## src/rtl/cpu_pkg.sv

```systemverilog
// Shared CPU-board definitions: default bus/address widths, RAM depth and
// the programming controller state encoding.
package cpu_pkg;
  localparam int CPU_WIDTH  = 8;
  localparam int CPU_ADDR_W = CPU_WIDTH / 2;
  localparam int RAM_DEPTH  = 16;

  typedef enum logic [2:0] {
    IDLE   = 3'd0,
    ARMED  = 3'd1,
    WRITE  = 3'd2,
    VERIFY = 3'd3,
    INC    = 3'd4
  } prog_state_e;
endpackage

```

## src/rtl/ram_prog_ctrl_if.sv

```systemverilog
// RAM programming bus bundle.
//   prog_mode : level, request programming mode
//   btn_wr    : raw write pushbutton
//   sw        : switch data written to RAM
//   bus       : shared CPU bus (observed only, carries RAM readback)
//   addr, prog_en, wr_en, rd_en : RAM controls
//   busy, done, err             : status
// master = the controller, slave = the board/RAM side.
interface ram_prog_ctrl_if #(
  parameter int WIDTH  = 8,
  parameter int ADDR_W = WIDTH / 2
);
  logic              prog_mode;
  logic              btn_wr;
  logic [WIDTH-1:0]  sw;
  logic [WIDTH-1:0]  bus;
  logic [ADDR_W-1:0] addr;
  logic              prog_en;
  logic              wr_en;
  logic              rd_en;
  logic              busy;
  logic              done;
  logic              err;

  modport master (
    input  prog_mode, btn_wr, sw, bus,
    output addr, prog_en, wr_en, rd_en, busy, done, err
  );

  modport slave (
    output prog_mode, btn_wr, sw, bus,
    input  addr, prog_en, wr_en, rd_en, busy, done, err
  );
endinterface

```

## src/rtl/btn_sync_edge.sv

```systemverilog
// Pushbutton conditioner: 2-flop synchronizer followed by a registered
// rising-edge detector. One press gives one 1-cycle pulse, 3 clocks after
// the raw input rises.
//   clk, rst_n : clock, synchronous active-low reset
//   din        : raw asynchronous button
//   pulse      : single-cycle press strobe
module btn_sync_edge (
  input  logic clk,
  input  logic rst_n,
  input  logic din,
  output logic pulse
);
  // sh[0], sh[1] synchronize; sh[2] holds the previous synchronized level.
  logic [2:0] sh;

  always_ff @(posedge clk) begin
    if (!rst_n) begin
      sh    <= '0;
      pulse <= 1'b0;
    end else begin
      sh    <= {sh[1:0], din};
      pulse <= sh[1] & ~sh[2];
    end
  end
endmodule

```

## src/rtl/ram_prog_ctrl.sv

```systemverilog
// RAM programming controller: each debounced write press stores sw at the
// current address, reads it back over the CPU bus to verify, then advances
// the address (mod 16). done marks a write to the last location, err marks
// any readback mismatch; both are sticky until the next arm.
//   clk, rst_n : clock, synchronous active-low reset
//   p          : ram_prog_ctrl_if master port (see interface header)
module ram_prog_ctrl
  import cpu_pkg::*;
#(
  parameter int WIDTH  = CPU_WIDTH,
  parameter int ADDR_W = WIDTH / 2
) (
  input logic          clk,
  input logic          rst_n,
  ram_prog_ctrl_if.master p
);
  localparam logic [ADDR_W-1:0] LAST_ADDR = ADDR_W'(RAM_DEPTH - 1);

  prog_state_e       state;
  logic              wr_req;
  logic [WIDTH-1:0]  exp_data;
  logic [ADDR_W-1:0] addr_q;
  logic              prog_en_q, wr_en_q, rd_en_q, busy_q, done_q, err_q;

  btn_sync_edge u_btn (
    .clk   (clk),
    .rst_n (rst_n),
    .din   (p.btn_wr),
    .pulse (wr_req)
  );

  // Outputs are registered alongside the state so they change on the same
  // edge as the state they belong to.
  always_ff @(posedge clk) begin
    if (!rst_n) begin
      state     <= IDLE;
      addr_q    <= '0;
      exp_data  <= '0;
      prog_en_q <= 1'b0;
      wr_en_q   <= 1'b0;
      rd_en_q   <= 1'b0;
      busy_q    <= 1'b0;
      done_q    <= 1'b0;
      err_q     <= 1'b0;
    end else begin
      case (state)
        IDLE: begin
          if (p.prog_mode) begin
            state     <= ARMED;
            addr_q    <= '0;
            done_q    <= 1'b0;
            err_q     <= 1'b0;
            prog_en_q <= 1'b1;
          end
        end
        ARMED: begin
          // Leaving programming mode wins over a simultaneous press.
          if (!p.prog_mode) begin
            state     <= IDLE;
            prog_en_q <= 1'b0;
          end else if (wr_req) begin
            state   <= WRITE;
            wr_en_q <= 1'b1;
            busy_q  <= 1'b1;
          end
        end
        WRITE: begin
          exp_data <= p.sw;
          state    <= VERIFY;
          wr_en_q  <= 1'b0;
          rd_en_q  <= 1'b1;
        end
        VERIFY: begin
          if (p.bus != exp_data) err_q <= 1'b1;
          state   <= INC;
          rd_en_q <= 1'b0;
        end
        INC: begin
          addr_q <= addr_q + 1'b1;
          if (addr_q == LAST_ADDR) done_q <= 1'b1;
          busy_q <= 1'b0;
          // A prog_mode drop during the sequence only takes effect here.
          if (p.prog_mode) begin
            state <= ARMED;
          end else begin
            state     <= IDLE;
            prog_en_q <= 1'b0;
          end
        end
        default: begin
          state     <= IDLE;
          prog_en_q <= 1'b0;
          wr_en_q   <= 1'b0;
          rd_en_q   <= 1'b0;
          busy_q    <= 1'b0;
        end
      endcase
    end
  end

  assign p.addr    = addr_q;
  assign p.prog_en = prog_en_q;
  assign p.wr_en   = wr_en_q;
  assign p.rd_en   = rd_en_q;
  assign p.busy    = busy_q;
  assign p.done    = done_q;
  assign p.err     = err_q;
endmodule

```

## src/flat_wrapper.sv

```systemverilog
// flat-port wrapper written by rule: the top's interface ports become plain ports
module ram_prog_ctrl_flat import cpu_pkg::*;
#(
  parameter int WIDTH  = CPU_WIDTH,
  parameter int ADDR_W = WIDTH / 2
)
  (clk, rst_n, p_prog_mode, p_btn_wr, p_sw, p_bus, p_addr, p_prog_en, p_wr_en, p_rd_en, p_busy, p_done, p_err);
  ram_prog_ctrl_if #(.WIDTH(WIDTH), .ADDR_W(ADDR_W)) p_i ();
  input logic clk;
  input logic rst_n;
  input wire logic [$bits(p_i.prog_mode)-1:0] p_prog_mode;
  input wire logic [$bits(p_i.btn_wr)-1:0] p_btn_wr;
  input wire logic [$bits(p_i.sw)-1:0] p_sw;
  input wire logic [$bits(p_i.bus)-1:0] p_bus;
  output wire logic [$bits(p_i.addr)-1:0] p_addr;
  output wire logic [$bits(p_i.prog_en)-1:0] p_prog_en;
  output wire logic [$bits(p_i.wr_en)-1:0] p_wr_en;
  output wire logic [$bits(p_i.rd_en)-1:0] p_rd_en;
  output wire logic [$bits(p_i.busy)-1:0] p_busy;
  output wire logic [$bits(p_i.done)-1:0] p_done;
  output wire logic [$bits(p_i.err)-1:0] p_err;
  assign p_i.prog_mode = p_prog_mode;
  assign p_i.btn_wr = p_btn_wr;
  assign p_i.sw = p_sw;
  assign p_i.bus = p_bus;
  assign p_addr = p_i.addr;
  assign p_prog_en = p_i.prog_en;
  assign p_wr_en = p_i.wr_en;
  assign p_rd_en = p_i.rd_en;
  assign p_busy = p_i.busy;
  assign p_done = p_i.done;
  assign p_err = p_i.err;
  ram_prog_ctrl #(.WIDTH(WIDTH), .ADDR_W(ADDR_W)) u_core (.clk(clk), .rst_n(rst_n), .p(p_i));
endmodule
```

## config.mk

```make
export PLATFORM = sky130hd
export DESIGN_NAME = ram_prog_ctrl_flat
export DESIGN_NICKNAME = d
export VERILOG_FILES = /design/src/rtl/cpu_pkg.sv /design/src/rtl/ram_prog_ctrl_if.sv /design/src/rtl/btn_sync_edge.sv /design/src/rtl/ram_prog_ctrl.sv /design/src/flat_wrapper.sv
export SDC_FILE = /design/constraint.sdc
export NUM_CORES = 1
export LEC_CHECK = 0
export CELL_PAD_IN_SITES_DETAIL_PLACEMENT = 1
export CELL_PAD_IN_SITES_GLOBAL_PLACEMENT = 2
export CORE_UTILIZATION = 25
export DETAILED_ROUTE_END_ITERATION = 8
export PLACE_DENSITY = 0.81
export SETUP_SLACK_MARGIN = 0.2
export SLEW_MARGIN = 20
export SYNTH_ARGS = -nofsm -noshare
export SYNTH_HDL_FRONTEND = slang
export SYNTH_SLANG_ARGS = --single-unit
```

## constraint.sdc

```tcl
create_clock -name clk -period 1.2 [get_ports clk]
set_input_delay 0.24 -clock clk [delete_from_list [all_inputs] [get_ports clk]]
set_output_delay 0.24 -clock clk [all_outputs]
set_load 0.005 [all_outputs]
```

-- Word level (Yosys, flattened, before mapping)
Cells that the tools add are included.
- add/sub/neg operators: 1
- eq/ne operators: 13
- muxes and demuxes: 20
- bitwise logic cells: 5
- reduce and logical (&&, ||, !) cells: 15
- operator list (kind ; count):
    3-bit case mux with 5 select lines ; 1
    3-bit AND reduction ; 5
    1-bit case mux with 2 select lines ; 5
    3-bit 2-to-1 mux ; 3
    3-bit OR reduction ; 3
    1-bit 2-to-1 mux ; 8
    2-bit != test (second input constant) ; 4
    8-bit != test ; 1
    4-bit case mux with 2 select lines ; 1
    3-bit by 2-bit equality test with 1-bit output (second input constant) ; 2
    4-bit by 1-bit adder with 4-bit output (second input constant) ; 1
    4-bit equality test (second input constant) ; 1
    4-bit 2-to-1 mux ; 1
    2-bit by 1-bit != test with 1-bit output (second input constant) ; 2
    1-bit inverter ; 4
    2-bit AND reduction ; 2
    2-bit nonzero test ; 2
    2-bit OR reduction ; 2
    3-bit by 1-bit equality test with 1-bit output (second input constant) ; 1
    3-bit equality test (second input constant) ; 1
    3-bit zero test ; 1
    3-bit != test (second input constant) ; 1
    1-bit case mux with 3 select lines ; 1
    1-bit AND ; 1
- register bits: 25
- input port bits: 20
- output and inout bits: 10
- word-level logic and storage cells: 65

-- Longest topological paths before layout
- word-level depth: 4
- depth in mapped cells: 5
- gate-level depth less buffers: 4

-- Hierarchy
A second synthesis with hierarchy kept.
- cell total of the unflattened synthesis: 121
- area, all modules: 1092.3 um2
- by module, submodules not included (module ; times used ; cells each ; area an instance (um2) ; sequential area each (um2)):
    ram_prog_ctrl ; 1 ; 113 ; 980.9 ; 420.4
    btn_sync_edge ; 1 ; 8 ; 111.4 ; 80.1

-- Worst setup path before layout
Ideal clock, no wire load.
- path kind: reg2reg
- start: register u_core.state[0]
- end: register u_core.addr_q[3], in the netlist u_core.p.addr[3]
- library setup time: 120 ps
- data arrival time: 1016 ps
- data required time: 1080 ps
- slack: 64 ps
- cell stages (with the launch flop): 6
- buffers on the path: 1
- period minus slack after synthesis: 1136 ps
- cell sequence: dfxtp_1 -> buf_6 -> nor2_1 -> o21ai_1 -> nor3b_1 -> nor3b_1
- word-level cells in the longest chain between the ends: 3
- elaborated cells on any way between the ends: 6
- those cells by class: 2 x eq/ne; 1 x mux; 3 x reduce/logical
- ends and longest elaborated chain (item ; line ; text):
    start, declared ; ram_prog_ctrl.sv:19 ; prog_state_e state;
    start signal, assigned ; ram_prog_ctrl.sv:36 ; state <= IDLE;
    start signal, assigned ; ram_prog_ctrl.sv:49 ; state <= ARMED;
    start signal, assigned ; ram_prog_ctrl.sv:59 ; state <= IDLE;
    3-bit equality test / 3-bit zero test (equally long branches) ; ram_prog_ctrl.sv:46 ; case (state)
    2-bit nonzero test (no source line) / 2-bit != test (equally long branches) ; n/a ;
    2-bit AND reduction (no source line) ; n/a ;
    end signal, assigned ; ram_prog_ctrl.sv:79 ; addr_q <= addr_q + 1'b1;
    end, declared ; ram_prog_ctrl.sv:22 ; logic [ADDR_W-1:0] addr_q;
Parallel ways exist; a longest one is shown, timed or not.
A chain may end at the register's enable or synchronous reset.

-- Final worst setup path
- start: register u_core.state[1]
- end: register u_core.prog_en_q, in the netlist u_core.p.prog_en
- word-level cells in the longest chain between the ends: 4
- elaborated cells on any way between the ends: 12
- those cells by class: 6 x eq/ne; 1 x mux; 1 x bitwise; 4 x reduce/logical
- ends and longest elaborated chain (item ; line ; text):
    3-bit by 1-bit equality test with 1-bit output, or another cell as far along ; ram_prog_ctrl.sv:46 ;
    2-bit OR reduction (no source line) ; n/a ;
    2-bit != test (no source line) / 1-bit inverter (equally long branches) ; n/a ;
    3-bit AND reduction (no source line) ; n/a ;
    end signal, assigned ; ram_prog_ctrl.sv:39 ; prog_en_q <= 1'b0;
    end signal, assigned ; ram_prog_ctrl.sv:53 ; prog_en_q <= 1'b1;
    end signal, assigned ; ram_prog_ctrl.sv:60 ; prog_en_q <= 1'b0;
    end, declared ; ram_prog_ctrl.sv:23 ; logic prog_en_q, wr_en_q, rd_en_q, busy_q, done_q, err_q;
Parallel ways exist; a longest one is shown, timed or not.

==> run summary <==
The sequential group share of total power came out at between 50% and 60%. The cell leakage power is between 0.7 and 0.8 nW. The number of synthesized flops with an enable pin came out at 0.

The count of yosys warnings during synthesis is 0. The area of all placed cells without fillers came out at 1837 sq um. The global route total overflow came out at 0. The buffer levels on the longest clock path came out at 2. The number of nets in the final layout is ~200.

Wires add up to roughly 3600 um. The synthesized netlist net count came out at about 140. The slew at the pin closest to its max-slew limit is between 0.2 and 0.25 ns.

The number of diodes added for antenna fixing came out at 0. The sequential-to-total area share from yosys stat came out at about 46%. The commonest register cell after synthesis is dfxtp_1. The first global-routing pass estimated around 5200 um of wire. The total die area came out at ~4700 sq um. The DRC marker count from the first detailed-route iteration is 23.

The maximum ir drop on the vdd rail is between 0.5 and 0.6 mV. After layout, the worst path uses 94.12% of the clock period. The tool flagged a number of max-cap violations equal to 0. Counting flops with an async set or reset pin after synthesis yields a share of 0%. The number of primary I/O pins is 30. The initial antenna violation count is 0. The number of sinks handled by clock tree synthesis came out at 25. The worst endpoint required time came out at roughly 1.4 ns.

The share of the synthesized area in the top cell type came out at 45.56%. The final weighted congestion in routability-driven placement is between 0.7 and 0.8. Power spread over the standard cell area amounts to roughly 850 nW/um^2.

In this run switching power makes up a little under a quarter of total power. The clock network accounts for around 32% of the total power. The total half-perimeter wirelength after legalization and detailed placement is between 2000 and 2500 um.

The switching component of the power came out at around 360 uW. The number of cell instances on the worst register-to-register path is 4. Counting distinct cell types in the post-synthesis netlist gives 35.

The top cell types in the final layout, fill and taps aside, are buf_4 (25), nand2_1 (13), dfxtp_1 (12). The cell sitting at the root of the clock tree is a clkbuf_8. The clock latency of the later-clocked register in the worst-skew pair is around 0.27 ns. The combinational share of power came out at a little over an eighth. At the worst endpoint, the arrival time is 1.35 ns.

After synthesis the cells add up to roughly 1100 sq um. The clock skew is approximately 0.0065 ns. The kind of end point of the critical path is a flop. The final-report max-slew violation count is 0. The final hold violation count is 0. The maximum operating frequency is approximately 890 MHz. The final core area utilization is 44.63%. Setup violations remaining at the end of the flow were counted as 0. The post-placement cell area is between 1500 and 2000 sq um. The vertical extent of the die came out at 68.29 um.

TritonCTS built the clock tree. The via count of the first global-routing pass is approximately 1,100. After clock tree synthesis, the clock-pin slew on the worst setup and hold paths is 0.09 ns. STA classifies the critical path startpoint as a flop. Summing over every cut layer, the via total after detailed routing is approximately 1,100. The global-route total usage across every layer is around 15%. After clock tree synthesis, the flow added hold-fix buffers numbering 0. The initialized floorplan defines 23 standard-cell rows.

The post-synthesis to final-layout area growth came out at 67.20%. The instance count of the mapped netlist is 121. The flow ran to the end, and the final reports show no timing, DRC or antenna violations. The flop and latch count out of synthesis came out at 25. The share of post-route cells with drive strength above 1 is about 45%. The count of nets left with antenna violations once routing finished came out at 0. The core region is about 4100 sq um. The maximum number of pins on one net before global-route repair is 15. A synthesized cell averages around 9.1 sq um. Summed over all instances, the cell type with the most area after synthesis is dfxtp_1. Along the worst hold path, the cell count comes to 1. Input and output buffers added on the ports amount to 29. The worst slew margin relative to its limit is a little over four fifths. Setup repair after global routing could not meet its margin everywhere.

After synthesis, the cell types taking the most area are dfxtp_1 (46%), a21boi_0 (6.8%), xnor2_1 (6.4%). For this run, design rule violations remaining after detail routing come to 0. The post-route minimum period came out at roughly 1.1 ns.

The internal power of the cells is between 1 and 1.5 mW. The mean routed wirelength per cell is between 15 and 20 um. The detailed-route vias per instance is 4.772. Leaving out fill and tap cells, the most frequent cell in the layout is buf_4.

Once the floorplan was initialized, standard cells occupied a little over a quarter of the core. The classification of the worst setup path is flop to flop. The H-tree depth is 1. The die span in x is 68.29 um.

The tightest min-delay check is of the flop to flop type. The highest fanout seen on the critical path came out at 5. The total clock buffers created by CTS is 3. The detailed-router iteration count before antenna repair is 4.
critical path, stage by stage (launching register included):
cell and delay (ns):
dfxtp_4 0.38, nand2b_4 0.16, maj3_2 0.30, o32ai_2 0.08, and2_1 0.15
timing repair:
item	CTS	global route
resized for setup	81	23
endpoints found under the setup margin	31	24
setup buffers	12	6
cloned	1	0
pin swaps	14	12
hold endpoints to repair	0	0
per-layer routing:
layer / routed length (um) / share of wire, % / GRT usage [%] / vias up
met1: 1599 / 45 / 18.15 / 537
li1: - / - / - / 541
met3: 120 / 3.4 / 2.167 / 4
met5: 0 / 0 / 0 / -
met2: 1814 / 51 / 27.70 / 25
met4: 29 / 0.81 / 3.906 / 0
logic make-up after synthesis:
kind of cell    Yosys count  synth area share (%)
compound gates           34                 20.39
xor+xnor                  8                 6.378
fa+ha+maj                 2                 2.164
buf+inv                   9                 3.872
flops                    25                 45.56
simple gates             43                 21.64
registers in the layout (all words and copies together), names as in the netlist, 3 cells and up:
name,count
u_core.exp_data,8
u_core.p.addr,4
u_core.state,3
u_core.u_btn.sh,3
path summary, 6_finish.rpt:
path	startpoint	endpoint	slack [ns]
setup / recovery	u_core.state[1]$_SDFFE_PN0P_	u_core.p.prog_en$_SDFFE_PN0P_	0.07
hold / removal	u_core.u_btn.sh[2]$_SDFF_PN0_	u_core.u_btn.pulse$_SDFF_PN0_	0.40
setup reg to reg	u_core.state[1]$_SDFFE_PN0P_	u_core.p.prog_en$_SDFFE_PN0P_	0.07
hold reg to reg	u_core.u_btn.sh[2]$_SDFF_PN0_	u_core.u_btn.pulse$_SDFF_PN0_	0.40
cell type report:
type | instances | area (sq um)
fill | 480 | 2278
sequential | 25 | 524.3
clock inverter | 1 | 5.005
inverter | 2 | 7.507
clock buffer | 3 | 41.29
timing repair buffer | 64 | 534.3
multi-input combinational | 87 | 661.9
tap | 50 | 62.56
power by group through the flow:
stage | sequential [mW] | combinational [mW] | clock [mW]
3_5_place_dp | 0.872 | 0.181 | 0
5_1_grt | 0.853 | 0.220 | 0.551
4_1_cts | 0.850 | 0.189 | 0.513
3_3_place_gp | 0.871 | 0.176 | 0
2_1_floorplan | 0.867 | 0.0724 | 0
6_report | 0.852 | 0.203 | 0.501
metrics by stage:
step	setup TNS [ns]	hold slack [ns]	setup slack [ns]	cells	total power [mW]
final	0	0.4006	0.07050	232	1.556
after global placement	-2.418	0.3736	-0.2549	209	1.047
after global routing	0	0.4214	0.01241	232	1.624
after CTS	0	0.4069	0.06307	226	1.553
after detailed placement	-3.092	0.3904	-0.2900	209	1.053
after floorplan	0	0.3673	0.1361	121	0.9393
synthesized netlist by cell type (2+ instances only):
| cell | n |
|---|---|
| a21boi_0 | 10 |
| a21oi_1 | 4 |
| and2_1 | 4 |
| and3_1 | 2 |
| clkbuf_1 | 5 |
| dfxtp_1 | 25 |
| inv_1 | 2 |
| nand2_1 | 13 |
| nand2b_1 | 4 |
| nand4_1 | 2 |
| nor2_1 | 5 |
| nor2b_1 | 4 |
| nor3b_1 | 2 |
| o21a_1 | 2 |
| o21ai_0 | 10 |
| xnor2_1 | 8 |
Note: power is estimated with default switching activity, not from simulation.
